`src/rtl/lsu_pkg.sv`:
```
// Shared definitions for the memory-stage load/store unit.
package lsu_pkg;

    localparam logic [2:0] F3_B  = 3'b000;
    localparam logic [2:0] F3_H  = 3'b001;
    localparam logic [2:0] F3_W  = 3'b010;
    localparam logic [2:0] F3_BU = 3'b100;
    localparam logic [2:0] F3_HU = 3'b101;

    typedef enum logic [1:0] {
        IDLE = 2'd0,
        BUSY = 2'd1,
        DONE = 2'd2
    } lsu_state_e;

    // Unlisted funct3 codes are handled as word accesses, so they need word alignment.
    function automatic logic is_misaligned(input logic [2:0] f3, input logic [1:0] addr_lo);
        case (f3)
            F3_B, F3_BU: return 1'b0;
            F3_H, F3_HU: return addr_lo[0];
            default:     return addr_lo != 2'b00;
        endcase
    endfunction

endpackage

```
`src/rtl/lsu_load_align.sv`:
```
// Load formatting: picks the byte/half addressed by the latched offset and extends it.
module lsu_load_align
    import lsu_pkg::*;
(
    input  logic [31:0] word_i,
    input  logic [1:0]  offset_i,
    input  logic [2:0]  funct3_i,
    output logic [31:0] data_o
);

    logic [7:0]  byte_sel;
    logic [15:0] half_sel;

    always_comb begin
        byte_sel = word_i[{offset_i, 3'b000} +: 8];
        half_sel = offset_i[1] ? word_i[31:16] : word_i[15:0];
        case (funct3_i)
            F3_B:    data_o = {{24{byte_sel[7]}}, byte_sel};
            F3_H:    data_o = {{16{half_sel[15]}}, half_sel};
            F3_BU:   data_o = {24'd0, byte_sel};
            F3_HU:   data_o = {16'd0, half_sel};
            F3_W:    data_o = word_i;
            default: data_o = word_i;
        endcase
    end

endmodule

```
`src/rtl/mem_stage_lsu.sv`:
```
// Memory-stage LSU: issues one data-memory access per memop and stalls the pipe until it completes.
//   state | meaning
//   IDLE  | evaluate EX/MEM; pass non-memops through, flag misaligned ones, launch aligned ones
//   BUSY  | request held on the bus, waiting for dmem_ready or the timeout
//   DONE  | result (or bus error) presented to MEM/WB for one cycle
module mem_stage_lsu
    import lsu_pkg::*;
#(
    parameter int unsigned TIMEOUT_CYCLES = 16
) (
    input  logic        clk,
    input  logic        rstn,
    input  logic        valid_i,
    input  logic        MemRead_i,
    input  logic        MemWrite_i,
    input  logic [2:0]  funct3_i,
    input  logic [31:0] memAddress_i,
    input  logic [31:0] writeData_i,
    input  logic [4:0]  rd_i,
    input  logic        RegWrite_i,
    input  logic [1:0]  MemtoReg_i,
    output logic        dmem_req,
    output logic        dmem_we,
    output logic [31:0] dmem_addr,
    output logic [31:0] dmem_wdata,
    output logic [3:0]  dmem_be,
    input  logic        dmem_ready,
    input  logic [31:0] dmem_rdata,
    output logic [31:0] readData_o,
    output logic [31:0] memAddress_o,
    output logic [4:0]  rd_o,
    output logic        RegWrite_o,
    output logic [1:0]  MemtoReg_o,
    output logic        stall_o,
    output logic        misalign_err_o,
    output logic        bus_err_o
);

    localparam logic [7:0] TIMEOUT_TC = 8'(TIMEOUT_CYCLES);

    lsu_state_e  state_q, state_d;
    logic [7:0]  cnt_q, cnt_d;
    logic        err_q, err_d;
    logic        req_q, req_d;
    logic        we_q, we_d;
    logic [31:0] addr_q, addr_d;
    logic [31:0] wdata_q, wdata_d;
    logic [3:0]  be_q, be_d;
    logic [2:0]  funct3_q, funct3_d;
    logic [1:0]  offset_q, offset_d;
    logic [31:0] rdata_q, rdata_d;

    logic        memop, misaligned, issue;
    logic [31:0] wdata_new, load_data;
    logic [3:0]  be_new;

    assign memop      = valid_i & (MemRead_i | MemWrite_i);
    assign misaligned = is_misaligned(funct3_i, memAddress_i[1:0]);
    assign issue      = (state_q == IDLE) & memop & ~misaligned;

    always_comb begin
        wdata_new = writeData_i;
        be_new    = 4'b1111;
        case (funct3_i)
            F3_B, F3_BU: begin
                wdata_new = {4{writeData_i[7:0]}};
                be_new    = 4'b0001 << memAddress_i[1:0];
            end
            F3_H, F3_HU: begin
                wdata_new = {2{writeData_i[15:0]}};
                be_new    = 4'b0011 << memAddress_i[1:0];
            end
            default: ;
        endcase
    end

    always_comb begin
        state_d  = state_q;
        cnt_d    = cnt_q;
        err_d    = err_q;
        req_d    = req_q;
        we_d     = we_q;
        addr_d   = addr_q;
        wdata_d  = wdata_q;
        be_d     = be_q;
        funct3_d = funct3_q;
        offset_d = offset_q;
        rdata_d  = rdata_q;
        case (state_q)
            IDLE: begin
                if (issue) begin
                    state_d  = BUSY;
                    cnt_d    = 8'd0;
                    err_d    = 1'b0;
                    req_d    = 1'b1;
                    we_d     = MemWrite_i;
                    addr_d   = {memAddress_i[31:2], 2'b00};
                    wdata_d  = wdata_new;
                    be_d     = be_new;
                    funct3_d = funct3_i;
                    offset_d = memAddress_i[1:0];
                end
            end
            BUSY: begin
                cnt_d = cnt_q + 8'd1;
                // A ready arriving on the final allowed cycle still completes cleanly.
                if (dmem_ready) begin
                    if (!we_q) rdata_d = dmem_rdata;
                    req_d   = 1'b0;
                    state_d = DONE;
                end else if (cnt_d == TIMEOUT_TC) begin
                    err_d   = 1'b1;
                    req_d   = 1'b0;
                    state_d = DONE;
                end
            end
            DONE: begin
                state_d = IDLE;
                cnt_d   = 8'd0;
            end
            default: state_d = IDLE;
        endcase
    end

    always_ff @(posedge clk or negedge rstn) begin
        if (!rstn) begin
            state_q  <= IDLE;
            cnt_q    <= 8'd0;
            err_q    <= 1'b0;
            req_q    <= 1'b0;
            we_q     <= 1'b0;
            addr_q   <= 32'd0;
            wdata_q  <= 32'd0;
            be_q     <= 4'd0;
            funct3_q <= 3'd0;
            offset_q <= 2'd0;
            rdata_q  <= 32'd0;
        end else begin
            state_q  <= state_d;
            cnt_q    <= cnt_d;
            err_q    <= err_d;
            req_q    <= req_d;
            we_q     <= we_d;
            addr_q   <= addr_d;
            wdata_q  <= wdata_d;
            be_q     <= be_d;
            funct3_q <= funct3_d;
            offset_q <= offset_d;
            rdata_q  <= rdata_d;
        end
    end

    lsu_load_align u_load_align (
        .word_i   (rdata_q),
        .offset_i (offset_q),
        .funct3_i (funct3_q),
        .data_o   (load_data)
    );

    assign dmem_req   = req_q;
    assign dmem_we    = we_q;
    assign dmem_addr  = addr_q;
    assign dmem_wdata = wdata_q;
    assign dmem_be    = be_q;

    assign memAddress_o   = memAddress_i;
    assign rd_o           = rd_i;
    assign MemtoReg_o     = MemtoReg_i;
    assign readData_o     = ((state_q == DONE) && err_q) ? 32'd0 : load_data;
    assign RegWrite_o     = RegWrite_i & ~((state_q == IDLE) & memop & misaligned)
                                       & ~((state_q == DONE) & err_q);
    assign stall_o        = rstn & (issue | (state_q == BUSY));
    assign misalign_err_o = rstn & (state_q == IDLE) & memop & misaligned;
    assign bus_err_o      = rstn & (state_q == DONE) & err_q;

endmodule

```
`config.mk`:
```
export PLATFORM = sky130hd
export DESIGN_NAME = mem_stage_lsu
export DESIGN_NICKNAME = d
export VERILOG_FILES = /design/src/rtl/lsu_pkg.sv /design/src/rtl/lsu_load_align.sv /design/src/rtl/mem_stage_lsu.sv
export SDC_FILE = /design/constraint.sdc
export NUM_CORES = 1
export LEC_CHECK = 0
export CAP_MARGIN = 10
export CORE_ASPECT_RATIO = 0.5
export CORE_UTILIZATION = 44
export CTS_BUF_LIST = sky130_fd_sc_hd__clkbuf_4
export CTS_CLUSTER_SIZE = 20
export DETAILED_ROUTE_END_ITERATION = 6
export PLACE_DENSITY = 0.83
export SETUP_SLACK_MARGIN = 0.4
export SLEW_MARGIN = 25
export SYNTH_ARGS = -nofsm -noshare
export SYNTH_HDL_FRONTEND = slang
export SYNTH_SLANG_ARGS = --single-unit
```
`constraint.sdc`:
```
create_clock -name clk -period 2.22 [get_ports clk]
set_input_delay 0.333 -clock clk [delete_from_list [all_inputs] [get_ports clk]]
set_output_delay 0.333 -clock clk [all_outputs]
set_load 0.05 [all_outputs]
```
==> summary.txt <==
Outcome
  • Status: finished with violations
  • Failing checks: negative setup slack

Setup path
  • CP arrival: 2.41 ns
  • Worst path most repeated cell: buf_12
  • Worst R2R Path Depth: 14
  • WS Path Type: register to output pin
  • Slowest cell on the critical path: dfrtp_1
  • Setup crit end: readData_o[16]
  • Crit-path cells: and3b_2 > or3_4 > a211oi_4 > buf_12 > a21o_2 > buf_12
  • Worst EP required: 1.89 ns
  • Crit Path Max Fanout: 15
  • Largest stage delay on the critical path: 0.47 ns
  • Worst Setup End Kind: output pin
  • R2R Setup Slk: -0.27 ns
  • CP startpoint: state_q[0]
  • Reg2reg start: state_q[0]
  • CP Launch Type: register
  • Worst r2r dst: dmem_wdata[21]

Cells and area
  • Layout cells sized above 1: 48.02%
  • Most frequent cells in the layout: dfrtp_1 (115), clkdlybuf4s50_1 (104), buf_4 (72)
  • Final Cell Area: 11,100 um^2
  • Synth-to-Final Area Change: 84.91%
  • Util after Layout: 85.46%
  • Commonest non-fill, non-tap cell in the layout: dfrtp_1
  • Final net count: 960

STA
  • Fin. max-slew vios: 0
  • Slew margin rel.: 54.92%
  • RSZ-0062 raised after global routing: true
  • Post-layout minimum cycle time: 2.747 ns
  • Final period utilization: 123.7%
  • Worst setup margin: -0.5267 ns
  • Final hold violation count: 0
  • Setup TNS: -18.33 ns
  • Count of final setup violators: 53
  • Worst-margin pin slew: 0.6762 ns
  • Achievable frequency: 364.1 MHz
  • Final clock skew: 0.02048 ns
  • Hold WS: 0.3404 ns

Floorplan
  • Die width: 167.2 um
  • Cell Rows: 29
  • I/O pin count: 258
  • Core area: 12,990 um^2
  • Initial Utilization: 46.21%
  • Die height: 84.60 um
  • Die Area: 14,140 um^2

Power
  • Tot Pwr: 15.37 mW
  • Peak supply drop: 0.8369 mV
  • Power Density: 1385 nW/um^2
  • Pleak: 4.956 nW

Detailed routing
  • Vias: 6,462
  • Final WL: 27,640 um
  • DRT iter0 DRCs: 614
  • Routed WL per cell: 26.86 um
  • Drt pass-1 iters: 5
  • Via density: 6.280
  • Drc violations: 0
  • Final ANT Viol Nets: 0

Synthesis
  • Asr flop ratio synth: 100.0%
  • Synth warn: 0
  • Synth Flop Type: dfrtp_1
  • Yosys reg bits: 116
  • Share of the synthesized area in the top cell type: 48.35%
  • Largest cells by area after synthesis: dfrtp_1 (48%), mux2_2 (12%), buf_4 (5.3%)
  • Proportion of synthesized chip area in sequential cells: 48.35%
  • Library cells used by synthesis: 59
  • Cells after synthesis: 554
  • Number of synthesized flops with an enable pin: 0
  • Leading area contributor after synthesis: dfrtp_1
  • Syn Area/Cell: 10.84 um^2
  • Post-Synthesis Cell Area: 6003 um^2

Clock tree
  • CTS root buf: clkbuf_4
  • Max H-tree Level: 4
  • Num CTS Buffers: 17
  • Insertion delay to the later sink of the worst-skew pair: 0.56 ns
  • Clock tree buffer depth: 2
  • TritonCTS clock tree: done
  • Reg clk slew, reported paths: 0.13 ns
  • Clock sinks: 116

GRT
  • Vias in the first global route: 6,243
  • Initial antenna violation count: 1
  • Remaining Overflow, GRT: 0
  • Gr usage total: 33.33%
  • Global-route wire length before repair: 35,710 um
  • Largest net degree at the start of global routing: 52

Job
  • Max Cap Viol: 0

Placement
  • HPWL after detailed placement: 13,330 um
  • Placer Congestion: 0.8488
  • I/O Buffers: 241
  • DP Area: 9112 um^2

Hold path
  • Worst min path class: input port to async pin
==> Yosys cell counts, types with 9 or more instances <==
cell type	count
nor4_1	10
a31oi_1	18
dfrtp_1	116
mux2i_1	17
buf_4	42
o21ai_0	36
a221o_1	9
nor2_1	29
a21oi_1	12
buf_2	13
clkbuf_1	21
a21o_1	21
nand2_1	34
mux2_2	64
inv_1	22
==> how the worst min path moves through the flow <==
| stage | slack, ns | startpoint | depth (start not counted) | endpoint |
|---|---|---|---|---|
| floorplan | 0.04 | rstn | 0 | cnt_q[0] |
| global placement | 0.28 | rstn | 1 | dmem_wdata[6] |
| detailed placement | 0.29 | rstn | 1 | dmem_wdata[4] |
| CTS | 0.33 | rstn | 3 | dmem_wdata[4] |
| global route | 0.33 | rstn | 3 | dmem_wdata[30] |
| finish | 0.34 | rstn | 3 | dmem_wdata[30] |
==> layer usage <==
| layer | wire, um | GRT usage, % |
|---|---|---|
| met2 | 13210 | 57.82 |
| met1 | 10100 | 40.04 |
| met4 | 1693 | 14.18 |
| met3 | 2636 | 8.109 |
| met5 | 0 | 0 |
==> layout make-up <==
type	count	area, um^2
Fill cell	550	1889
Inverter	22	86.33
Sequential cell	116	2904
Multi-Input combinational cell	337	3621
Clock buffer	20	150.1
Antenna cell	1	2.502
Clock inverter	11	183.9
Timing Repair Buffer	352	3940
Tap cell	170	212.7
==> report_power, final <==
part / switching (mW) / internal, mW
logic: 5.59 / 4.34
registers: 0.654 / 2.84
clock network: 0.923 / 1.03
total: 7.17 / 8.21
==> critical path, delay by kind of cell, from the launching register on <==
family / cells / cell delay, ns
compound gates: 2 / 0.43
simple gates: 2 / 0.62
flops: 1 / 0.47
buf+inv: 2 / 0.36
==> through the flow <==
step           setup slack [ns]  instances
4_1_cts                 -0.3570        993
3_5_place_dp            -0.1027        926
5_1_grt                 -0.6027       1029
2_1_floorplan            0.2944        555
6_report                -0.5267       1029
3_3_place_gp           -0.05970        926
==> cell families (layout without fill, tap and decap cells) <==
group                    Yosys count  after routing  share of synthesized area (%)
AO/OA/AOI/OAI                    142            142                          16.78
XOR/XNOR                           2              2                         0.2918
AND/OR/NAND/NOR                  106            106                          9.066
multiplexers                      84             84                          15.59
buffers and inverters            102            405                          9.650
flip-flops                       116            116                          48.35
adder cells (fa/ha/maj)            1              1                         0.2084
other                              1              3                        0.06247
==> repair_timing <==
action / CTS / global route
hold buffers: 2 / 0
setup endpoints to repair: 162 / 186
pin swaps: 24 / 37
hold endpoints to repair: 27 / 0
resized for setup: 190 / 174
gates cloned: 6 / 6
buffers inserted: 28 / 29
==> state kept, by name, summed over array words and instances (netlist names) <==
name and cells:
err_q 1, rdata_q 32, dmem_req 1, dmem_wdata 32, state_q 2, funct3_q 3
dmem_be 4, dmem_addr 30, dmem_we 1, offset_q 2, cnt_q 8
Power figures use the tool's default switching activity.
